[config.mk]
export PLATFORM = sky130hd
export DESIGN_NAME = uart_apb_arbiter
export DESIGN_NICKNAME = d
export VERILOG_FILES = /design/src/rtl/uart_apb_arbiter.sv
export SDC_FILE = /design/constraint.sdc
export NUM_CORES = 1
export LEC_CHECK = 0
export ABC_CLOCK_PERIOD_IN_PS = 2500
export CAP_MARGIN = 10
export CELL_PAD_IN_SITES_DETAIL_PLACEMENT = 0
export CELL_PAD_IN_SITES_GLOBAL_PLACEMENT = 1
export CORE_ASPECT_RATIO = 0.7
export CORE_MARGIN = 5
export CORE_UTILIZATION = 24
export DETAILED_ROUTE_END_ITERATION = 8
export GPL_ROUTABILITY_DRIVEN = 0
export PLACE_DENSITY = 0.83
export SLEW_MARGIN = 20
export SYNTH_ARGS = -nofsm -noshare
export SYNTH_HDL_FRONTEND = slang
export SYNTH_SLANG_ARGS = --single-unit
export TNS_END_PERCENT = 1
[constraint.sdc]
create_clock -name i_apb_pclk -period 2.5 [get_ports i_apb_pclk]
set_clock_uncertainty 0.1 [all_clocks]
set_input_delay 0.375 -clock i_apb_pclk [delete_from_list [all_inputs] [get_ports i_apb_pclk]]
set_output_delay 0.375 -clock i_apb_pclk [all_outputs]
set_load 0.005 [all_outputs]
[src/rtl/uart_apb_arbiter.sv]
// Purpose : two-master to one-slave APB3 arbiter in front of the UART register map, with round-robin on contention.
// Latency : master setup at cycle 0 -> downstream SETUP at 1 -> ACCESS at 2 -> master pready in the cycle the slave's pready arrives.
// Backpr. : the non-granted master sees pready low and holds its transfer; the granted master waits until the slave's pready arrives.
//
// Ports:
//   i_apb_pclk / i_apb_prst          clock, asynchronous active-high reset
//   i_m_*                            two upstream APB3 masters, bit/slice k = master k
//   o_m_prdata/pready/pslverr        response, routed only to the granted master
//   o_s_*  / i_s_*                   downstream APB3 port to the register map
//   o_grant                          one-hot current owner, 0 when idle
//   o_busy                           a downstream transfer is in progress
// Optional: define UART_APB_ARB_TIMEOUT_EN to end an access phase with pslverr
//           once the slave has stalled for TIMEOUT_CYCLES access cycles.
module uart_apb_arbiter #(
    parameter int APB_ADDR_WIDTH = 32,
    parameter int APB_DATA_WIDTH = 32,
    parameter int TIMEOUT_CYCLES = 64
) (
    input  logic                        i_apb_pclk,
    input  logic                        i_apb_prst,
    input  logic [1:0]                  i_m_psel,
    input  logic [1:0]                  i_m_penable,
    input  logic [1:0]                  i_m_pwrite,
    input  logic [2*APB_ADDR_WIDTH-1:0] i_m_paddr,
    input  logic [2*APB_DATA_WIDTH-1:0] i_m_pwdata,
    output logic [2*APB_DATA_WIDTH-1:0] o_m_prdata,
    output logic [1:0]                  o_m_pready,
    output logic [1:0]                  o_m_pslverr,
    output logic                        o_s_psel,
    output logic                        o_s_penable,
    output logic                        o_s_pwrite,
    output logic [APB_ADDR_WIDTH-1:0]   o_s_paddr,
    output logic [APB_DATA_WIDTH-1:0]   o_s_pwdata,
    input  logic [APB_DATA_WIDTH-1:0]   i_s_prdata,
    input  logic                        i_s_pready,
    input  logic                        i_s_pslverr,
    output logic [1:0]                  o_grant,
    output logic                        o_busy
);

    localparam int AW = APB_ADDR_WIDTH;
    localparam int DW = APB_DATA_WIDTH;

    typedef enum logic [1:0] {
        IDLE   = 2'd0,
        SETUP  = 2'd1,
        ACCESS = 2'd2
    } state_t;

    state_t          state;
    state_t          state_nxt;
    logic [1:0]      grant;
    logic            last_grant;   // index of the master served most recently
    logic [1:0]      req;
    logic            win;          // index of the master picked in IDLE
    logic            tmo;
    logic [AW-1:0]   xfer_addr;
    logic [DW-1:0]   xfer_wdata;
    logic            xfer_write;

    // A master requests as soon as psel rises; penable only marks the
    // master-side phase and is not needed to arbitrate or to respond.
    logic unused_penable;
    assign unused_penable = ^i_m_penable;

    assign req = i_m_psel;
    assign win = (req == 2'b11) ? ~last_grant : req[1];

`ifdef UART_APB_ARB_TIMEOUT_EN
    localparam int CNT_W = $clog2(TIMEOUT_CYCLES + 1);
    logic [CNT_W-1:0] tmo_cnt;

    // Counts stalled access cycles; cleared outside ACCESS so every
    // transfer starts from zero at ACCESS entry.
    always_ff @(posedge i_apb_pclk or posedge i_apb_prst) begin
        if (i_apb_prst) begin
            tmo_cnt <= '0;
        end else if (state != ACCESS) begin
            tmo_cnt <= '0;
        end else if (!tmo) begin
            tmo_cnt <= tmo_cnt + CNT_W'(1);
        end
    end

    assign tmo = (state == ACCESS) && !i_s_pready && (tmo_cnt == CNT_W'(TIMEOUT_CYCLES));
`else
    localparam int unused_timeout = TIMEOUT_CYCLES;
    assign tmo = 1'b0;
`endif

    always_ff @(posedge i_apb_pclk or posedge i_apb_prst) begin
        if (i_apb_prst) begin
            state <= IDLE;
        end else begin
            state <= state_nxt;
        end
    end

    // Transfer capture: the winner's address/data/direction are frozen at
    // grant time so the downstream bus stays stable through SETUP/ACCESS.
    always_ff @(posedge i_apb_pclk or posedge i_apb_prst) begin
        if (i_apb_prst) begin
            grant      <= 2'b00;
            last_grant <= 1'b1;
            xfer_addr  <= '0;
            xfer_wdata <= '0;
            xfer_write <= 1'b0;
        end else if (state == IDLE && req != 2'b00) begin
            grant      <= win ? 2'b10 : 2'b01;
            xfer_addr  <= win ? i_m_paddr[AW +: AW]  : i_m_paddr[0 +: AW];
            xfer_wdata <= win ? i_m_pwdata[DW +: DW] : i_m_pwdata[0 +: DW];
            xfer_write <= win ? i_m_pwrite[1]        : i_m_pwrite[0];
        end else if (state == ACCESS && (i_s_pready || tmo)) begin
            grant      <= 2'b00;
            last_grant <= grant[1];
            xfer_addr  <= '0;
            xfer_wdata <= '0;
            xfer_write <= 1'b0;
        end
    end

    always_comb begin
        state_nxt   = state;
        o_s_psel    = 1'b0;
        o_s_penable = 1'b0;
        o_m_pready  = 2'b00;
        o_m_pslverr = 2'b00;
        o_m_prdata  = '0;
        case (state)
            IDLE: begin
                if (req != 2'b00) begin
                    state_nxt = SETUP;
                end
            end
            SETUP: begin
                o_s_psel  = 1'b1;
                state_nxt = ACCESS;
            end
            ACCESS: begin
                o_s_psel    = 1'b1;
                o_s_penable = 1'b1;
                for (int k = 0; k < 2; k++) begin
                    if (grant[k]) begin
                        if (tmo) begin
                            o_m_pready[k]  = 1'b1;
                            o_m_pslverr[k] = 1'b1;
                        end else if (i_s_pready && i_m_psel[k]) begin
                            // A master that abandoned its transfer gets no response.
                            o_m_pready[k]             = 1'b1;
                            o_m_pslverr[k]            = i_s_pslverr;
                            o_m_prdata[k*DW +: DW]    = i_s_prdata;
                        end
                    end
                end
                if (i_s_pready || tmo) begin
                    state_nxt = IDLE;
                end
            end
            default: begin
                state_nxt = IDLE;
            end
        endcase
    end

    assign o_s_paddr  = xfer_addr;
    assign o_s_pwdata = xfer_wdata;
    assign o_s_pwrite = xfer_write;
    assign o_grant    = grant;
    assign o_busy     = (state != IDLE);

endmodule

; Yosys cells after proc, flatten, opt, wreduce, memory -nomap -nowiden
; Index checks and enable logic that the tools add are counted.
; W data, S select, Z words.
[word_totals]
inputBits = 170
register_bits = 70
[classes]
bitwise = 2
muxes = 32
reduce_logical = 11
eq_ne = 5
[op_table]
columns = cell, count
row1 = $mux W32, 9
row2 = $mux W64, 1
row3 = $mux W1, 14
row4 = $mux W2, 7
row5 = $pmux W2 S3, 1
row6 = $reduce_bool A2 Y1, 3
row7 = $eq A2 B2 Y1 const B, 2
row8 = $logic_and A1 B1 Y1, 4
row9 = $reduce_and A2 Y1, 2
row10 = $eq A2 B1 Y1 const B, 1
row11 = $logic_not A2 Y1, 1
row12 = $ne A2 B1 Y1 const B, 1
row13 = $ne A2 B2 Y1 const B, 1
row14 = $not A1 Y1, 2
row15 = $reduce_or A2 Y1, 1

; Logic depth before layout (Yosys ltp)
; Gate-level depths: netlist of run 1.
[logic_depth]
ltp_word = 4
mapped_depth = 8
ltp_nobuf = 5

; Least setup slack after synthesis of run 1
; OpenSTA, ideal clock, no wires.
[synth_path]
path_type = reg-to-output
startpoint = register state[0]
endpoint = output port o_m_prdata[24]
path_stages_with_launch = 9
required_ns = 2.025
arrival_ns = 1.506
n_path_buf = 3
slack_ns = 0.519
path_cell_list = dfrtp_1 -> inv_1 -> ha_1 -> and2_1 -> buf_2 -> and3_1 -> buf_2 -> buf_6 -> and2_1
[synth_via]
elab_chain_len = 2
[synth_lines]
columns = item, line_no
row1 = "start, declared", 50  ; state_t state;
row2 = "start signal, assigned", 95  ; state <= state_nxt;
row3 = $eq A2 B2 Y1, 129  ; case (state)
row4 = $mux W64, 129
row5 = "end, declared", 26  ; output logic [2*APB_DATA_WIDTH-1:0] o_m_prdata,
; Every way passes these cells.

; Final worst setup path of run 1
[layout_path]
startpoint = register state[1]
endpoint = output port o_m_prdata[11]
; The elaborated chain is that of the path after synthesis.

==> summary by stage, run 1 <==
Status
The flow ran to the end, and the final reports show no timing, DRC or antenna violations.

Timing
The setup violation total in the final timing report is 0. The slew at the pin with the worst max-slew slack is 0.4800 ns. The setup TNS after final layout is 0 ns.

For this run, the top clock speed supported by timing is 0.4072 GHz. The minimum period implied by the final worst setup slack is 2.456 ns. The remaining max-slew budget at the tightest pin is 68.00%. The worst setup slack after layout is 0.04405 ns. Setup repair after global routing could not meet its margin everywhere. The hold violation total from the final report is 0. The count of final max-slew check failures came to 0. The final period utilization is 98.24%. Hold timing on the final database bottoms out at a slack of 0.3252 ns.

Floorplan
The floorplan die width is 164.9 um. The I/O pin total is 308. The floorplan step defined a core boundary enclosing 0.01640 mm2.

The die is 118.5 um tall. The initialized floorplan defines 39 standard-cell rows. Once the floorplan was initialized, standard cells occupied 24.60% of the core. The die covers 0.01954 mm2.

Clock network
CTS built an H-tree with a depth of 3. TritonCTS built the clock tree. The number of sinks on the clock net is 70. After clock tree synthesis, the clock-pin slew on the worst setup and hold paths is 0.05 ns.

The later-pin clock latency in the skew report is 0.32 ns. The clock passes through at most 2 buffers. The root buffer cell chosen for the clock tree is sky130_fd_sc_hd__clkbuf_16. Clock tree synthesis inserted a total of 9 buffers.

Synthesis
For this run, the register share of the synthesized area comes to 43.47%. The average instance in the mapped netlist occupies 12.26 um2. During synthesis, Yosys emitted a total of 0 warnings. The net count of the mapped netlist is 503.

After synthesis the netlist holds a flip-flop and latch count of 70. The synthesized area is 0.004033 mm2. The count of mapped cells out of synthesis is 329. The count of distinct cell types in the synthesized netlist is 23.

Final layout
The library cells used most frequently in the layout, excluding fill and tap cells, are sky130_fd_sc_hd__clkdlybuf4s50_1 (238), sky130_fd_sc_hd__dfrtp_1 (69), sky130_fd_sc_hd__and2_1 (66). Relative to the synthesized area, the layout overhead comes to 90.32%. The net count of the finished layout is 801. The share of cells above drive strength 1 is 13.29%. Leaving out fill and tap cells, the most frequent cell in the layout is sky130_fd_sc_hd__clkdlybuf4s50_1. Summing all non-filler instances in the final layout gives an area of 0.007675 mm2. For this run, the number of standard cells in the final layout without fillers is 857. 0 antenna diodes ended up in the layout.

Global routing
The first global-routing pass estimated 24410 um of wire. Global routing finished with a remaining overflow of 0. The initial antenna violation count is 0. Global routing consumed, over all layers together, 15.58% of the routing resources. Entering global routing, the biggest net connects 71 pins. The via count of the first global-routing pass came to 4394.

Route
The routed wire length is 16110 um. In the routed design, unresolved DRC markers number 0. Before antenna repair, the detailed router went through 4 iterations.

In the routed layout, each cell is associated on average with a via count of 4.652. The number of nets with antenna violations after routing is 0. Dividing the detail-routed wire length by the instance count gives 18.80 um. Summing over every cut layer, the via total after detailed routing is 3987.

The violation count after the first detailed-route iteration is 206.

Pwr
The power density relative to cell area is 913.6 mW/mm2. The share of power burned in registers is 27.5%. Per report_power, the clock group accounts for 21.2% of the total. The largest vdd supply drop is 398.1 uV.

The internal power contribution is 4.875 mW. The combinational share of power is 51.2%. Net switching is 30.48% of the power. The static leakage power is 3.536 nW. The analysis attributes to net switching a power of 2.137 mW.

Setup path
Data on the critical path arrives at its endpoint at 1.98 ns. The endpoint identified for the worst register-to-register timing path is o_s_pwrite. The worst setup path is launched from a flip-flop.

The worst-case reg-to-reg path depth is 7. STA classifies the critical path endpoint as an output pin. The worst register-to-register path begins at state[0]. The flop-to-flop setup slack is 0.42 ns. For the worst setup path, the data required time is 2.03 ns.

The critical path in this run is classified as flip-flop to output pin. The highest net fanout along the worst path is 17.

Placement
The setup slack at placement is -0.05713 ns. In this run the cell area measured after placement is 0.007244 mm2. Detailed placement finished with a half-perimeter wire length of 12250 um. The count of buffers inserted at the top-level ports is 305. After detailed placement, the design holds a cell count of 836.

Run
The total of max-cap violations is 0.

Worst hold path
The min-delay analysis places its worst path in the category input pin to asynchronous set/reset pin.
[worst max path at each step]
stage | slack (ns) | startpoint | to | cells past startpoint
5_1_grt | -0.05 | state[1] | o_m_prdata[11] | 7
3_3_place_gp | -0.04 | i_s_pready | o_m_prdata[51] | 6
2_1_floorplan | 0.26 | i_apb_prst | o_grant[0] | 1
3_5_place_dp | -0.06 | i_s_pready | o_m_prdata[51] | 6
6_report | 0.04 | state[1] | o_m_prdata[11] | 7
4_1_cts | -0.11 | state[0] | o_m_prdata[6] | 7
[cells in the mapped netlist]
master | n | area (um2)
sky130_fd_sc_hd__a21o_1 | 2 | 15.01
sky130_fd_sc_hd__a21oi_2 | 2 | 17.52
sky130_fd_sc_hd__a221o_1 | 65 | 650.6
sky130_fd_sc_hd__and2_1 | 67 | 419.2
sky130_fd_sc_hd__and3_1 | 2 | 12.51
sky130_fd_sc_hd__buf_1 | 1 | 3.750
sky130_fd_sc_hd__buf_12 | 5 | 100.1
sky130_fd_sc_hd__buf_2 | 15 | 75.07
sky130_fd_sc_hd__buf_4 | 3 | 22.52
sky130_fd_sc_hd__buf_6 | 11 | 123.9
sky130_fd_sc_hd__clkbuf_1 | 2 | 7.510
sky130_fd_sc_hd__dfrtp_1 | 69 | 1727
sky130_fd_sc_hd__dfstp_2 | 1 | 26.28
sky130_fd_sc_hd__ha_1 | 4 | 50.05
sky130_fd_sc_hd__inv_1 | 6 | 22.52
sky130_fd_sc_hd__mux2_1 | 3 | 33.78
sky130_fd_sc_hd__nand2_1 | 2 | 7.510
sky130_fd_sc_hd__nor2_1 | 1 | 3.750
sky130_fd_sc_hd__nor2b_1 | 1 | 6.260
sky130_fd_sc_hd__nor3b_1 | 26 | 195.2
sky130_fd_sc_hd__nor3b_2 | 39 | 488.0
sky130_fd_sc_hd__o21a_4 | 1 | 15.01
sky130_fd_sc_hd__o32a_1 | 1 | 10.01
[critical path: stages, from the launching register on]
cell,delay [ns]
sky130_fd_sc_hd__dfrtp_1,0.42
sky130_fd_sc_hd__ha_4,0.19
sky130_fd_sc_hd__and2_4,0.16
sky130_fd_sc_hd__and3_4,0.18
sky130_fd_sc_hd__buf_4,0.14
sky130_fd_sc_hd__clkbuf_16,0.16
sky130_fd_sc_hd__and2_1,0.15
sky130_fd_sc_hd__dlygate4sd2_1,0.26
[layout make-up]
cell class / instances / area (um2)
clock buffer: 11 / 242.7
clock inverter: 5 / 106.4
fill: 1534 / 8721
inverter: 6 / 22.52
multi-input combinational: 216 / 1964
sequential: 70 / 1753
tap: 225 / 281.5
timing repair buffer: 324 / 3304
[kinds of logic after synthesis]
kind of cell               after synthesis  synth area share (%)
DFF                                     70                 43.47
muxes                                    3                0.8377
buffers and inverters                   43                 8.812
AOI/OAI and AO/OA                       71                 17.56
adders and majority gates                4                 1.241
and+or+nand+nor                        138                 28.08
[power by group through the flow]
stage | combinational [mW] | sequential [mW] | clock (mW)
5_1_grt | 3.88 | 2.00 | 1.58
2_1_floorplan | 1.86 | 1.95 | 0
6_report | 3.59 | 1.93 | 1.49
3_5_place_dp | 3.61 | 1.95 | 0
4_1_cts | 3.65 | 1.94 | 1.54
3_3_place_gp | 3.53 | 1.91 | 0
[state kept, by name, summed over array words and instances, names as in the netlist]
| register | cells |
|---|---|
| o_s_paddr | 32 |
| o_s_pwrite | 1 |
| last_grant | 1 |
| state | 2 |
| o_grant | 2 |
| o_s_pwdata | 32 |
[metrics by stage]
step	power (mW)	util (%)
2_1_floorplan	3.807	-
3_3_place_gp	5.443	44.19
3_5_place_dp	5.551	44.19
4_1_cts	7.130	46.31
5_1_grt	7.463	46.81
6_report	7.012	46.81
[layer usage]
layer  up-vias  GRT usage (%)  wire, um
li1       1828              -         -
met1      1934          17.61      6068
met2       199          27.38      8104
met3        26          5.811      1629
met4         0          4.519       306
met5         -              0         0
[repair_timing]
item                                    CTS  global route
endpoints found under the setup margin   68            15
buffers inserted                          2             1
gates resized for setup                  60            31
pin swaps                                 1             1
hold buffers                              0             0
cloned                                    1             1
No activity file was read; power rests on OpenSTA's default activity.
==> run 2, diff against run 1 <==
- CAP_MARGIN: 10 -> 20
==> results of run 2 <==
No change in the layout: final DEF, timing and power equal those of run 1.
